<file path="src/rtl/snake_head_ctrl.sv">
// Snake head controller: game-speed tick prescaler, direction
// filtering (reversals rejected) and head stepping on a torus grid.
//
// Ports:
//   clk        system clock, all logic on posedge
//   rst        synchronous active-high reset
//   direction  decoder code: 011 up, 010 left, 001 down, 000 right,
//              100 stop/reset, 101..111 ignored
//   head_x     head column, 0..GRID_W-1
//   head_y     head row, 0..GRID_H-1 (0 = top)
//   move_stb   one-cycle pulse in the cycle head_x/head_y show a new cell
//   running    1 while the game is running
//   cur_dir    direction applied on the last move
module snake_head_ctrl #(
    parameter int GRID_W   = 32,
    parameter int GRID_H   = 24,
    parameter int X_W      = 5,
    parameter int Y_W      = 5,
    parameter int TICK_DIV = 2500000,
    parameter int START_X  = 16,
    parameter int START_Y  = 12
) (
    input  logic           clk,
    input  logic           rst,
    input  logic [2:0]     direction,
    output logic [X_W-1:0] head_x,
    output logic [Y_W-1:0] head_y,
    output logic           move_stb,
    output logic           running,
    output logic [1:0]     cur_dir
);

    localparam int CNT_W = (TICK_DIV > 2) ? $clog2(TICK_DIV) : 1;

    localparam logic [CNT_W-1:0] TICK_LAST = CNT_W'(TICK_DIV - 1);
    localparam logic [X_W-1:0]   X_START   = X_W'(START_X);
    localparam logic [Y_W-1:0]   Y_START   = Y_W'(START_Y);
    localparam logic [X_W-1:0]   X_LAST    = X_W'(GRID_W - 1);
    localparam logic [Y_W-1:0]   Y_LAST    = Y_W'(GRID_H - 1);

    localparam logic [1:0] DIR_RIGHT = 2'b00;
    localparam logic [1:0] DIR_DOWN  = 2'b01;
    localparam logic [1:0] DIR_LEFT  = 2'b10;
    localparam logic [1:0] DIR_UP    = 2'b11;

    typedef enum logic {
        IDLE,
        RUN
    } state_t;

    state_t         state_q, state_d;
    logic [2:0]     dir_q;
    logic [CNT_W-1:0] cnt_q, cnt_d;
    logic [1:0]     pend_q, pend_d;
    logic [1:0]     cur_dir_q, cur_dir_d;
    logic [X_W-1:0] x_q, x_d;
    logic [Y_W-1:0] y_q, y_d;
    logic           stb_q, stb_d;

    logic           dir_valid;
    logic           dir_stop;
    logic           tick;
    logic [1:0]     step_dir;
    logic [X_W-1:0] step_x;
    logic [Y_W-1:0] step_y;

    assign dir_valid = ~dir_q[2];
    assign dir_stop  = (dir_q == 3'b100);
    assign tick      = (cnt_q == TICK_LAST);

    // Opposite codes differ only in bit 1 (00/10 and 01/11), so a
    // reversal request keeps the current heading.
    assign step_dir = ((pend_q ^ cur_dir_q) == 2'b10) ? cur_dir_q : pend_q;

    // Wrap by explicit bound compare so non power-of-two grids work.
    always_comb begin
        step_x = x_q;
        step_y = y_q;
        unique case (step_dir)
            DIR_RIGHT: step_x = (x_q == X_LAST) ? '0 : x_q + X_W'(1);
            DIR_LEFT:  step_x = (x_q == '0) ? X_LAST : x_q - X_W'(1);
            DIR_DOWN:  step_y = (y_q == Y_LAST) ? '0 : y_q + Y_W'(1);
            DIR_UP:    step_y = (y_q == '0) ? Y_LAST : y_q - Y_W'(1);
        endcase
    end

    always_comb begin
        state_d   = state_q;
        cnt_d     = cnt_q;
        pend_d    = dir_valid ? dir_q[1:0] : pend_q;
        cur_dir_d = cur_dir_q;
        x_d       = x_q;
        y_d       = y_q;
        stb_d     = 1'b0;
        unique case (state_q)
            IDLE: begin
                cnt_d = '0;
                if (dir_valid) begin
                    cur_dir_d = dir_q[1:0];
                    state_d   = RUN;
                end
            end
            RUN: begin
                if (dir_stop) begin
                    // Stop has priority over a coinciding tick.
                    state_d = IDLE;
                    cnt_d   = '0;
                    x_d     = X_START;
                    y_d     = Y_START;
                end else if (tick) begin
                    cnt_d     = '0;
                    cur_dir_d = step_dir;
                    x_d       = step_x;
                    y_d       = step_y;
                    stb_d     = 1'b1;
                end else begin
                    cnt_d = cnt_q + CNT_W'(1);
                end
            end
        endcase
    end

    always_ff @(posedge clk) begin
        if (rst) begin
            state_q   <= IDLE;
            dir_q     <= 3'b100;
            cnt_q     <= '0;
            pend_q    <= 2'b00;
            cur_dir_q <= 2'b00;
            x_q       <= X_START;
            y_q       <= Y_START;
            stb_q     <= 1'b0;
        end else begin
            state_q   <= state_d;
            dir_q     <= direction;
            cnt_q     <= cnt_d;
            pend_q    <= pend_d;
            cur_dir_q <= cur_dir_d;
            x_q       <= x_d;
            y_q       <= y_d;
            stb_q     <= stb_d;
        end
    end

    assign head_x   = x_q;
    assign head_y   = y_q;
    assign move_stb = stb_q;
    assign running  = (state_q == RUN);
    assign cur_dir  = cur_dir_q;

endmodule

</file>
<file path="config.mk">
export PLATFORM = sky130hd
export DESIGN_NAME = snake_head_ctrl
export DESIGN_NICKNAME = d
export VERILOG_FILES = /design/src/rtl/snake_head_ctrl.sv
export SDC_FILE = /design/constraint.sdc
export NUM_CORES = 1
export LEC_CHECK = 0
export BUFFER_PORTS_ARGS = -buffer_cell sky130_fd_sc_hd__clkbuf_2
export CAP_MARGIN = 20
export CORE_UTILIZATION = 55
export DETAILED_ROUTE_END_ITERATION = 10
export HOLD_SLACK_MARGIN = 0.05
export PLACE_DENSITY = 0.79
export SETUP_SLACK_MARGIN = 0.1
export SLEW_MARGIN = 0
export SYNTH_ARGS = -nofsm -noshare
export SYNTH_HDL_FRONTEND = slang
export SYNTH_SLANG_ARGS = --single-unit
</file>
<file path="constraint.sdc">
create_clock -name clk -period 7.6 [get_ports clk]
set_clock_uncertainty 0.15 [all_clocks]
set_input_delay 0.76 -clock clk [delete_from_list [all_inputs] [get_ports clk]]
set_output_delay 0.76 -clock clk [all_outputs]
set_load 0.1 [all_outputs]
</file>
==> results of run 1 <==
-- cells by family (layout without fill, tap and decap cells) --
kind of cell	after synthesis	in the layout	synth area share (%)
adder cells (fa/ha/maj)	6	6	3.51
AND/OR/NAND/NOR	113	113	27.3
multiplexers	9	9	4.33
AO/OA/AOI/OAI	41	41	12.5
buffers and inverters	21	36	4.10
XOR/XNOR	24	24	9.83
flip-flops	41	41	38.4
-- through the flow --
step / setup slack, ns / instances / util (%) / power (mW)
4_1_cts: 4.94 / 318 / 63.0 / 0.375
6_report: 4.93 / 318 / 63.0 / 0.370
3_3_place_gp: 5.00 / 312 / 61.0 / 0.247
5_1_grt: 4.73 / 318 / 63.0 / 0.383
2_1_floorplan: 4.95 / 255 / - / 0.243
3_5_place_dp: 4.95 / 312 / 61.0 / 0.247
-- how the worst max path moves through the flow --
stage	start	depth (start not counted)	slack, ns	to
final	cnt_q[5]	5	4.93	cnt_q[2]
after global routing	cnt_q[0]	6	4.73	cnt_q[2]
after floorplan	head_x[0]	6	4.95	head_x[4]
after CTS	cnt_q[5]	5	4.94	cnt_q[2]
after global placement	cnt_q[5]	5	5.00	cnt_q[16]
after detailed placement	cnt_q[5]	5	4.95	cnt_q[2]
-- worst max-delay path: cells and delay by family, from the launching register on --
kind,cells,cell delay [ns]
AO/OA/AOI/OAI,1,0.62
flip-flops,1,0.35
buffers and inverters,1,0.32
AND/OR/NAND/NOR,3,1.12
-- state kept, by name (all words and copies together) (netlist names) --
register and count:
running 1, pend_q 2, dir_q 3, head_y 5, cur_dir 2, cnt_q 22, head_x 5, move_stb 1
-- cell type report --
class | count | share of cell area (%)
Multi-Input combinational cell | 193 | 52.9
Sequential cell | 41 | 35.3
Timing Repair Buffer | 19 | 4.20
Clock buffer | 5 | 2.96
Tap cell | 48 | 2.58
Inverter | 11 | 1.78
Clock inverter | 1 | 0.215
-- synth_stat cells (all sizes together), types with 7 or more instances --
| master | number |
|---|---|
| o21ai | 8 |
| dfxtp | 41 |
| nand2 | 19 |
| nor2 | 37 |
| mux2i | 7 |
| xnor2 | 8 |
| xor2 | 16 |
| a21oi | 11 |
| nand3 | 13 |
| clkbuf | 8 |
| inv | 11 |
| nand4 | 8 |
-- where the power goes --
part,switching (mW),total (mW),internal [mW]
Sequential,0.00369,0.221,0.217
Clock,0.0675,0.128,0.0603
Combinational,0.0148,0.0217,0.00684
Total,0.0860,0.370,0.284
-- per-layer routing --
layer / GRT usage, % / vias to the layer above / routed length (µm)
met5: 0 / - / 0
met4: 8.33 / 0 / 75
met3: 4.46 / 8 / 109
met2: 33.9 / 25 / 1850
met1: 29.7 / 856 / 2120
li1: - / 929 / -
==> results.md, run 1 <==
* Outcome: finished clean
* CP max stage cell: o211ai_1
* Most frequent cells in the layout: 41 x dfxtp_1, 37 x nor2_1, 19 x nand2_1
* Global route total overflow at 0
* First-pass GRT wire length at roughly 7200 µm
* Crit path top cell by count: or4_4
* Top_reg_cell synth: dfxtp_1
* WHS Endpoint: cnt_q[0]
* Clock Pin Slew Worst Setup and Hold Paths at 0.07 ns
* Vias at 1,818
* Final hold slack at 0.312 ns
* Crit path launch type: flip-flop
* Asr flop ratio synth at 0%
* Pins Over Slew Limit at 0
* Peak supply drop at 0.124 mV
* Port bufs at 18
* Register area at roughly 820 µm²
* First DRT Iteration DRCs at approximately 90
* CP Class: reg -> reg
* Hold_sp: cnt_q[0]
* Post-DR wirelength/cell at roughly 13 µm
* Worst slew pin tran at 0.764 ns
* Pin count of the biggest net entering global routing at 15
* Synth top area share at a little under two fifths
* H-tree Lvls at 2
* Yosys reg bits at between 40 and 50
* Final TNS setup at 0 ns
* Setup Fix Bufs, Post-CTS at 0
* Vias in the first global route at between 1,500 and 2,000
* DRC at 0
* Post-synth design cell area at 2140 µm²
* Filler cells at ~340
* Sequential fraction of the synthesis area at 38.4%
* Netlist cell types at 47
* Placer Congestion at 0.821
* CTS root buffer: clkbuf_8
* Die height at 64.4 µm
* Drt via density at approximately 5.7
* EDFF count, synth at 0
* Post-DRT Antenna Nets at 0
* Warnings, synthesis at 0
* Critical-path maximum fanout at 13
* RSZ-0062 raised after global routing: no
* Commonest non-fill, non-tap cell in the layout: dfxtp_1
* Num CTS Buffers at 5
* Cts repair resizes at 0
* Hold buffers post-CTS at 0
* Max stage delay on crit path at between 0.6 and 0.7 ns
* DR pass1 iterations at 4
* Final hold vios at 0
* Synth area leaders: dfxtp_1 38%, xor2_1 6.6%, nor2_1 6.5%, ha_1 3.5%, nand2_1 3.3%
* Layout Area Growth over Synthesis at 8.66%
* Die area at around 4100 µm²
* Max Cap Viol at 0
* Post-route clock period utilization at approximately a third
* Starting density of the core at about 58%
* Critical Path RT at between 7 and 8 ns
* Post-Route WL at roughly 4100 µm
* Area leader, netlist: dfxtp_1
* Reg2reg end: cnt_q[2]
* NumNets Final at between 200 and 300
* CP endpoint kind: flip-flop
* Number of diodes at 0
* Syn nets at ~270
* Fmax at between 300 and 400 MHz
* Area after DPL at between 2000 and 2500 µm²
* Pwr Density at between 150 and 200 nW/µm²
* Cell row count at 22
* Final Critical Period at 2.67 ns
* Critical-path cell list: or4_4 -> or4_4 -> o211ai_1 -> buf_4 -> nor2_1
* Post-DP HPWL at just over 3000 µm
* Worst hold path class: reg -> reg
* Worst hold path stage count at 1
* Leakage at 0.841 nW
* CP Data Arrival Time at roughly 2.7 ns
* Initial antenna violation count at 0
* Proportion of layout cells with a drive suffix above 1 at 13.7%
* Worst rel slew slack at just under 50%
* Syn_area_per_cell at about 8.4 µm²
* CTS tree: built
* Mapped Cells at about 260
* Die X at 64.4 µm
* Final setup vio count at 0
* Cells on worst reg2reg path at 5
* Clock latency on the worst-skew pair at about 0.29 ns
* FF-to-FF setup slack at 4.93 ns
* Area of the multi-input gates at roughly 1200 µm²
* R2R Path Start: cnt_q[5]
* Clock sink count at ~40
* Overall Global Routing Usage at approximately 22%
* Bufs on Longest Clock Path at 2
* Cell area after layout at between 2000 and 2500 µm²
* Core area at 3690 µm²
* I/O Pins at 19
Power figures use the tool's default switching activity.
==> run 2, diff against run 1 <==
==> constraint.sdc (replaced) <==
create_clock -name clk -period 2.8 [get_ports clk]
set_clock_uncertainty 0.15 [all_clocks]
set_input_delay 0.28 -clock clk [delete_from_list [all_inputs] [get_ports clk]]
set_output_delay 0.28 -clock clk [all_outputs]
set_load 0.1 [all_outputs]
==> results.md, run 2 (same netlist as run 1, synthesis figures left out) <==
* H-tree Lvls at 2
* Hold buffers post-CTS at 2
* Final hold slack at between 0.06 and 0.07 ns
* Hold_sp: direction[0]
* Final WS setup at ~0.26 ns
* Peak supply drop at approximately 0.32 mV
* Port bufs at 18
* WHS Endpoint: dir_q[0]
* Starting density of the core at between 50% and 60%
* Final TNS setup at 0 ns
* Top reg by flops: cnt_q
* Cell row count at 22
* Cells on worst reg2reg path at 5
* Place WS at between 0.3 and 0.4 ns
* Max Cap Viol at 0
* Critical Path RT at ~2.9 ns
* Pin count of the biggest net entering global routing at 23
* Pins Over Slew Limit at 0
* Cts repair resizes at 0
* First-pass GRT wire length at 7100 µm
* Num CTS Buffers at 5
* Die height at around 64 µm
* Layout Area Growth over Synthesis at 11.7%
* Worst slew pin tran at roughly 0.76 ns
* Final setup vio count at 0
* R2R Path Start: cnt_q[5]
* Global route total overflow at 0
* CP Data Arrival Time at roughly 2.6 ns
* Die area at 4140 µm²
* Clock sink count at approximately 40
* Worst hold path stage count at 2
* Worst rel slew slack at 48.6%
* First DRT Iteration DRCs at 118
* NumNets Final at approximately 290
* CTS tree: built
* Placer Congestion at between 0.8 and 0.9
* DR pass1 iterations at 4
* Final Critical Period at 2.54 ns
* Clock Pin Slew Worst Setup and Hold Paths at 0.07 ns
* Reg2reg end: head_y[2]
* Max FFs per register at 22
* Pwr Density at ~460 nW/µm²
* Critical-path maximum fanout at 10
* RSZ-0062 raised after global routing: no
* Proportion of layout cells with a drive suffix above 1 at approximately 15%
* Bufs on Longest Clock Path at 2
* Outcome: finished clean
* Post-route clock period utilization at 90.9%
* Post-DR wirelength/cell at 13.1 µm
* Die X at 64.4 µm
* Post-DP HPWL at 2910 µm
* Most frequent cells in the layout: 41 x dfxtp_1, 37 x nor2_1, 19 x nand2_1
* Initial antenna violation count at 0
* Worst hold path class: in -> reg
* Post-Route WL at between 4000 and 5000 µm
* Vias in the first global route at around 1,600
* Post-DRT Antenna Nets at 0
* Number of diodes at 0
* I/O Pins at 19
* Cell area after layout at 2390 µm²
* Clock latency on the worst-skew pair at ~0.29 ns
* Leakage at about 0.87 nW
* Vias at roughly 1,800
* CP endpoint kind: flip-flop
* Crit path launch type: flip-flop
* Drt via density at 5.61
* FF-to-FF setup slack at roughly 0.26 ns
* Area after DPL at ~2300 µm²
* Placed insts at about 310
* Final hold vios at 0
* Overall Global Routing Usage at between 20% and 30%
* CP Class: reg -> reg
* Fmax at 393 MHz
* Finished Layout Cells at 323
* Setup Fix Bufs, Post-CTS at 0
* Core area at around 3700 µm²
* Commonest non-fill, non-tap cell in the layout: dfxtp_1
* CTS root buffer: clkbuf_8
* DRC at 0
==> run 2: cell types whose count changed in the layout (fill, tap and decap cells not counted), sizes merged <==
cell / delta
buf: +2
dlygate4sd3: +2
bufinv: +1
==> run 2: how the worst max path moves through the flow <==
stage                   start        end
floorplan           head_x[0]  head_x[4]
global placement     cnt_q[5]  head_y[3]
detailed placement   cnt_q[5]  head_y[3]
CTS                  cnt_q[5]  head_y[2]
global route         cnt_q[5]  head_y[2]
finish               cnt_q[5]  head_y[2]
==> run 2: cell type report <==
| class | instances | area (µm²) |
|---|---|---|
| repair buffers | 23 | 133 |
| fillers | 321 | 1300 |
| well taps | 48 | 60.1 |
| clock inverters | 2 | 35.0 |
| multi-input cells | 193 | 1230 |
| clock buffers | 5 | 68.8 |
| inverters | 11 | 41.3 |
| flip-flops and latches | 41 | 821 |
==> run 2: report_power, final <==
part	internal [mW]	total, mW	switching [mW]	leakage (nW)
combinational	0.0204	0.0615	0.0411	0.487
sequential	0.589	0.599	0.00987	0.332
clock	0.259	0.446	0.187	0.0540
total	0.868	1.11	0.238	0.873
==> run 2: per-stage QoR <==
stage               utilization [%]  power [mW]
floorplan                         -       0.659
global placement               61.4       0.670
detailed placement             61.4       0.671
CTS                            64.8        1.12
global route                   64.8        1.14
finish                         64.8        1.11
==> run 2: worst max-delay path, cell delays in order, from the launching register on <==
cell	delay, ns
dfxtp_1	0.35
or4_4	0.55
or4_4	0.50
or3_1	0.50
a22o_1	0.25
a31oi_1	0.17
==> run 2: routing by layer <==
metal  vias up  GRT usage, %  part of all wire [%]
met3         7          4.82                   3.8
met2        39          38.0                    49
met5         -             0                     0
li1        932             -                     -
met1       833          26.6                    46
met4         0          7.50                   1.3
